<file path="config.mk">
export PLATFORM = sky130hd
export DESIGN_NAME = tdc_hit_readout
export DESIGN_NICKNAME = d
export VERILOG_FILES = /design/src/rtl/tdc_hit_readout.sv
export SDC_FILE = /design/constraint.sdc
export NUM_CORES = 1
export LEC_CHECK = 0
export CORE_MARGIN = 1
export CORE_UTILIZATION = 56
export CTS_CLUSTER_DIAMETER = 50
export DETAILED_ROUTE_END_ITERATION = 8
export PLACE_DENSITY = 0.82
export SLEW_MARGIN = 30
export SYNTH_ARGS = -nofsm -noshare
export SYNTH_HDL_FRONTEND = slang
export SYNTH_SLANG_ARGS = --single-unit
</file>
<file path="constraint.sdc">
create_clock -name clk -period 4.2 [get_ports clk]
set_clock_uncertainty 0.2 [all_clocks]
set_input_delay 0.42 -clock clk [delete_from_list [all_inputs] [get_ports clk]]
set_output_delay 0.42 -clock clk [all_outputs]
set_load 0.01 [all_outputs]
</file>
<file path="src/rtl/tdc_hit_readout.sv">
// tdc_hit_readout: timestamps the first rising/falling HIT edge inside each
// sequencer measurement window, counts rising edges, and queues one 32-bit
// record per window in a FIFO that the host pops.
module tdc_hit_readout #(
  parameter int FIFO_AW = 4
) (
  input  logic        clk,
  input  logic        reset,
  input  logic        measure_flag,
  input  logic [3:0]  SEL,
  input  logic        HIT,
  input  logic        rd_en,
  output logic [31:0] rd_data,
  output logic        rd_valid,
  output logic        fifo_empty,
  output logic        fifo_full,
  output logic        overflow,
  input  logic        clear_overflow,
  output logic        busy
);

  localparam int DEPTH = 1 << FIFO_AW;
  localparam logic [9:0] T_MAX = 10'h3FF;

  typedef enum logic [2:0] {IDLE, ARMED, HIGH, DONE_WAIT, WRITE} state_t;

  state_t state, state_next;

  logic hs_meta, hs, hs_prev;
  logic mf_r, start_block;
  logic win_start, hs_rise, hs_fall;
  logic [9:0] t_cnt;
  logic [3:0] sel_r;
  logic [9:0] rise_t, fall_t;
  logic [3:0] n_rise;
  logic hit_seen, fall_seen, started_high;
  logic do_write, set_rise, set_fall, inc_rise, start_hi;
  logic [31:0] record;

  logic [31:0] mem [DEPTH];
  logic [FIFO_AW-1:0] wr_ptr, rd_ptr;
  logic [FIFO_AW:0] count, count_next;
  logic wr_accept, pop, drop;

  assign hs_rise   = hs & ~hs_prev;
  assign hs_fall   = ~hs & hs_prev;
  // start_block suppresses a window whose flag was already high at reset release
  assign win_start = measure_flag & ~mf_r & ~start_block;
  assign busy      = (state == ARMED) || (state == HIGH) || (state == WRITE);

  // HIT synchronizer, edge-history flop and measure_flag edge detection
  always_ff @(posedge clk) begin
    if (!reset) begin
      hs_meta     <= 1'b0;
      hs          <= 1'b0;
      hs_prev     <= 1'b0;
      mf_r        <= 1'b0;
      start_block <= 1'b1;
    end else begin
      hs_meta <= HIT;
      hs      <= hs_meta;
      hs_prev <= hs;
      mf_r    <= measure_flag;
      if (!measure_flag) start_block <= 1'b0;
    end
  end

  // Window timebase: holds 0 on the start cycle as seen by the FSM, saturates at 1023
  always_ff @(posedge clk) begin
    if (!reset) begin
      t_cnt <= '0;
      sel_r <= '0;
    end else if (win_start) begin
      t_cnt <= 10'd1;
      sel_r <= SEL;
    end else if (t_cnt != T_MAX) begin
      t_cnt <= t_cnt + 10'd1;
    end
  end

  // FSM state register
  always_ff @(posedge clk) begin
    if (!reset) state <= IDLE;
    else        state <= state_next;
  end

  // FSM next state and per-cycle actions; a falling flag wins over any edge
  always_comb begin
    state_next = state;
    do_write   = 1'b0;
    set_rise   = 1'b0;
    set_fall   = 1'b0;
    inc_rise   = 1'b0;
    start_hi   = 1'b0;
    case (state)
      IDLE: begin
        if (win_start) begin
          if (hs) begin
            state_next = HIGH;
            start_hi   = 1'b1;
          end else begin
            state_next = ARMED;
          end
        end
      end
      ARMED: begin
        if (!measure_flag) begin
          state_next = WRITE;
        end else if (hs_rise) begin
          set_rise   = 1'b1;
          inc_rise   = 1'b1;
          state_next = HIGH;
        end
      end
      HIGH: begin
        if (!measure_flag) begin
          state_next = WRITE;
        end else if (hs_fall) begin
          set_fall   = 1'b1;
          state_next = DONE_WAIT;
        end
      end
      DONE_WAIT: begin
        if (!measure_flag) state_next = WRITE;
        else if (hs_rise)  inc_rise   = 1'b1;
      end
      WRITE: begin
        do_write = 1'b1;
        // a back-to-back window may start on this very cycle
        if (win_start) begin
          if (hs) begin
            state_next = HIGH;
            start_hi   = 1'b1;
          end else begin
            state_next = ARMED;
          end
        end else begin
          state_next = IDLE;
        end
      end
      default: state_next = IDLE;
    endcase
  end

  // Window result registers: cleared after each record, then updated by FSM actions
  always_ff @(posedge clk) begin
    if (!reset) begin
      rise_t       <= '0;
      fall_t       <= '0;
      n_rise       <= '0;
      hit_seen     <= 1'b0;
      fall_seen    <= 1'b0;
      started_high <= 1'b0;
    end else begin
      if (do_write) begin
        rise_t       <= '0;
        fall_t       <= '0;
        n_rise       <= '0;
        hit_seen     <= 1'b0;
        fall_seen    <= 1'b0;
        started_high <= 1'b0;
      end
      if (start_hi) begin
        started_high <= 1'b1;
        hit_seen     <= 1'b1;
        rise_t       <= '0;
      end
      if (set_rise) begin
        rise_t   <= t_cnt;
        hit_seen <= 1'b1;
      end
      if (inc_rise && (n_rise != 4'hF)) n_rise <= n_rise + 4'd1;
      if (set_fall) begin
        fall_t    <= t_cnt;
        fall_seen <= 1'b1;
      end
    end
  end

  assign record = {sel_r,
                   hit_seen  ? rise_t : T_MAX,
                   fall_seen ? fall_t : T_MAX,
                   n_rise, hit_seen, started_high, ~fall_seen, 1'b0};

  // a full FIFO still accepts a record when the host pops on the same cycle
  assign pop        = rd_en && (count != '0);
  assign wr_accept  = do_write && ((count != (FIFO_AW+1)'(DEPTH)) || rd_en);
  assign drop       = do_write && !wr_accept;
  assign count_next = count + (FIFO_AW+1)'(wr_accept) - (FIFO_AW+1)'(pop);

  // Record storage array
  always_ff @(posedge clk) begin
    if (wr_accept) mem[wr_ptr] <= record;
  end

  // FIFO pointers, registered status flags, read port and sticky overflow
  always_ff @(posedge clk) begin
    if (!reset) begin
      wr_ptr     <= '0;
      rd_ptr     <= '0;
      count      <= '0;
      fifo_empty <= 1'b1;
      fifo_full  <= 1'b0;
      rd_valid   <= 1'b0;
      rd_data    <= '0;
      overflow   <= 1'b0;
    end else begin
      if (wr_accept) wr_ptr <= wr_ptr + 1'b1;
      if (pop) begin
        rd_data <= mem[rd_ptr];
        rd_ptr  <= rd_ptr + 1'b1;
      end
      rd_valid   <= pop;
      count      <= count_next;
      fifo_empty <= (count_next == '0);
      fifo_full  <= (count_next == (FIFO_AW+1)'(DEPTH));
      if (drop)                overflow <= 1'b1;
      else if (clear_overflow) overflow <= 1'b0;
    end
  end

endmodule

</file>
==> summary.md <==
| Metric | Value |
|---|---|
| Post-CTS Resized | 0 |
| Req. time, crit path | 4470 ps |
| EDFF count, synth | 496 |
| Postcts setup bufs | 0 |
| CTS tree | yes |
| Clock sink count | roughly 590 |
| Sequential Area | 16840 um^2 |
| Worst setup path category | register to register |
| Die width | 204.2 um |
| Status | complete, no violations |
| Post-synth cell types | a little over 60 |
| Vias/cell | between 6 and 7 |
| Via count | ~12000 |
| Reg2Reg Depth | 14 |
| Final critical-path required period | around 3700 ps |
| Syn_nets | 1245 |
| Post-Syn Area | between 20000 and 25000 um^2 |
| R2r setup slk | a little over 500 ps |
| Worst Setup EP | fifo_full |
| Sequential fraction of the synthesis area | 0.7352 |
| Antenna-violating nets left | 0 |
| Gpl congestion | 0.8086 |
| Fin util | 0.6529 |
| First-pass GRT wire length | ~76 mm |
| Core footprint | 40010 um^2 |
| Final wirelength | a little over 50 mm |
| Crit path DAT | approximately 4000 ps |
| Synth-to-Final Area Change | 14.05% |
| Worst Hold Class | primary input to register |
| Layout cells sized above 1 | 0.2131 |
| NumNets Final | roughly 1300 |
| Most used DFF post-synth | edfxtp_1 |
| Pwr Density | ~550 nW/um^2 |
| Clk slew on worst S/H paths | approximately 60 ps |
| Site Rows | 73 |
| Tot GR Track Use | 0.2526 |
| Clock buffer depth | 3 |
| Crit. Startpoint | count[2] |
| TritonRoute pass-1 iters | 6 |
| Hold-fix buffers, CTS | 0 |
| Kind of end point of the critical path | register |
| Ports | 47 |
| Pleak | roughly 8.1 nW |
| Ys async rst share | 0 |
| DRC Markers | 0 |
| RR Endpoint | fifo_full |
| Clk root buf | clkbuf_16 |
| Fin. max-slew vios | 0 |
| Largest net degree at the start of global routing | 56 |
| Die area | 41710 um^2 |
| Yosys reg bits | ~590 |
| Endpoints failing hold | 0 |
| PortBufs | between 40 and 50 |
| Cells after Synth | ~1200 |
| Yosys Warn Count | 0 |
| HPWL after DPL | about 28 mm |
| Slew HR | 0.3267 |
| Global route overflow | 0 |
| Die Height | around 200 um |
| H-tree depth | 2 |
| # fillers | between 2000 and 3000 |
| RSZ-0062 raised after global routing | no |
| Worst vdd ir | 0.3295 mV |
| Critical Path Source Type | register |
| Tcrit/Tclk final | 0.8798 |
| Initial antenna violation count | 0 |
| Multi-input logic area | around 5800 um^2 |
| F_max | approximately 270 MHz |
| Post-Route Setup TNS | 0 ps |
| WL per Instance | between 20 and 30 um |
| Starting DRT DRC Count | between 1000 and 1500 |
| Worst-skew pair later-pin latency | 620 ps |
| Critical Path Fanout Max | 8 |
| TritonCTS buffer count | 57 |
| Slew @ Worst Pin | approximately 1000 ps |
| Vias in the first global route | 12404 |
| Initial Util | 0.5724 |
| Syn Area/Cell | between 15 and 20 um^2 |
| Final setup fails | 0 |
| R2R Path Start | count[2] |
| # Max-Cap Violations | 0 |
| Pwr Total | around 14 mW |
[cell type report]
class / count / share of cell area
antenna: 1 / 0.00009581
clock buffer: 73 / 0.05806
clock inverter: 35 / 0.01499
inverter: 19 / 0.002731
multi-input combinational: 540 / 0.2211
sequential: 593 / 0.6449
tap: 525 / 0.02515
timing repair buffer: 87 / 0.03296
[registers in the layout, indices dropped and copies added, names as in the netlist, 3 cells and up]
| register | count |
|---|---|
| fall_t | 10 |
| count | 5 |
| state | 3 |
| t_cnt | 10 |
| rd_ptr | 4 |
| mem | 496 |
| n_rise | 4 |
| rise_t | 10 |
| sel_r | 4 |
| rd_data | 31 |
| wr_ptr | 4 |
[metrics by stage]
stage	cells	hold slack, ps	instance area [um^2]	setup slack [ps]
after floorplan	1221	211.9	22900	53.16
after global placement	1764	214.7	24200	438.9
after detailed placement	1764	222.1	24200	357.9
after CTS	1872	147.5	26110	482.4
after global routing	1872	189.5	26120	217.3
final	1873	169.7	26120	505.0
[where the power goes]
part	total, mW	switching (mW)	internal (mW)
clock	5.21	2.21	3.00
sequential	6.73	0.244	6.48
combinational	2.31	1.06	1.25
total	14.2	3.51	10.7
[how the worst min path moves through the flow]
stage               startpoint       end  slack, ps  cells after the start
finish                  SEL[1]  sel_r[1]        170                      3
global route            SEL[1]  sel_r[1]        190                      3
CTS                     SEL[1]  sel_r[1]        150                      3
detailed placement     hs_meta        hs        220                      1
floorplan              hs_meta        hs        210                      1
global placement       hs_meta        hs        210                      1
[layout by cell type, fill, tap and decap left out, types with 3 or more instances in the layout]
| master | instances |
|---|---|
| edfxtp_1 | 496 |
| mux4_2 | 124 |
| dfxtp_1 | 94 |
| clkbuf_16 | 57 |
| nor2_1 | 49 |
| clkdlybuf4s50_1 | 44 |
| nand2_1 | 37 |
| buf_4 | 34 |
| mux2i_1 | 33 |
| a22o_1 | 32 |
| a21oi_1 | 32 |
| a221o_1 | 31 |
| nand2b_1 | 25 |
| nand3_1 | 20 |
| inv_1 | 18 |
| o21a_1 | 17 |
| and2_1 | 15 |
| clkinv_2 | 14 |
| ha_1 | 13 |
| clkbuf_1 | 13 |
| nor2_4 | 12 |
| nor3b_1 | 11 |
| nor3_1 | 9 |
| buf_12 | 8 |
| xor2_1 | 7 |
| bufinv_16 | 7 |
| nor2b_1 | 6 |
| xnor2_1 | 6 |
| clkinv_1 | 6 |
| a31oi_1 | 5 |
| and3_1 | 4 |
| nor4_1 | 4 |
| nor3_2 | 4 |
| a21o_1 | 3 |
| nand4_1 | 3 |
| or3_1 | 3 |
| clkbuf_8 | 3 |
| clkinv_4 | 3 |
[cell families after synthesis]
family,after synthesis,share of synthesized area
flip-flops,593,0.7352
AND/OR/NAND/NOR,218,0.05010
multiplexers,157,0.1364
AO/OA/AOI/OAI,136,0.04639
buffers and inverters,88,0.01841
adder cells (fa/ha/maj),15,0.008414
XOR/XNOR,13,0.004972
other,1,0.0001638
[per-layer routing]
| layer | vias up | share of wire | GRT usage | wire, um |
|---|---|---|---|---|
| li1 | 5073 | - | - | - |
| met1 | 6194 | 0.38 | 0.3368 | 19650 |
| met2 | 648 | 0.49 | 0.4150 | 25230 |
| met3 | 121 | 0.086 | 0.04496 | 4374 |
| met4 | 0 | 0.035 | 0.1026 | 1796 |
| met5 | - | 0 | 0 | 0 |
[cells in the mapped netlist (4+ instances only)]
cell type    n  area, um^2
a22o_1      32       280.3
nand2b_1    25       156.4
buf_6        4       45.04
inv_1       18       67.56
xor2_1       7       61.31
buf_2       24       120.1
a31oi_1      5       31.28
clkbuf_1    31       116.4
buf_1        7       26.28
nor2b_1      6       37.54
nand2_1     37       138.9
nand3_1     20       100.1
nor3b_1     11       82.58
xnor2_1      6       52.55
a221o_1     31       310.3
ha_1        13       162.7
nor4_1       5       31.28
mux2i_1     33       330.3
o21a_1      17       127.6
edfxtp_1   496       14890
dfxtp_1     97        1942
mux4_2     124        2793
and3_1       4       25.02
and2_1      15       93.84
a21oi_1     32       160.2
nor2_1      61       229.0
nor3_1      13       65.06
[worst max-delay path: stages, from the launching register on]
cell and delay [ps]:
dfxtp_1 320, inv_1 80, ha_1 170, or3b_2 480, o21ba_2 310, inv_1 80
ha_1 220, inv_1 60, ha_1 150, inv_1 60, fa_1 420, nand2b_1 160
a21oi_1 270, o21ai_0 180, a2111oi_0 420
No activity file was read; power rests on OpenSTA's default activity.
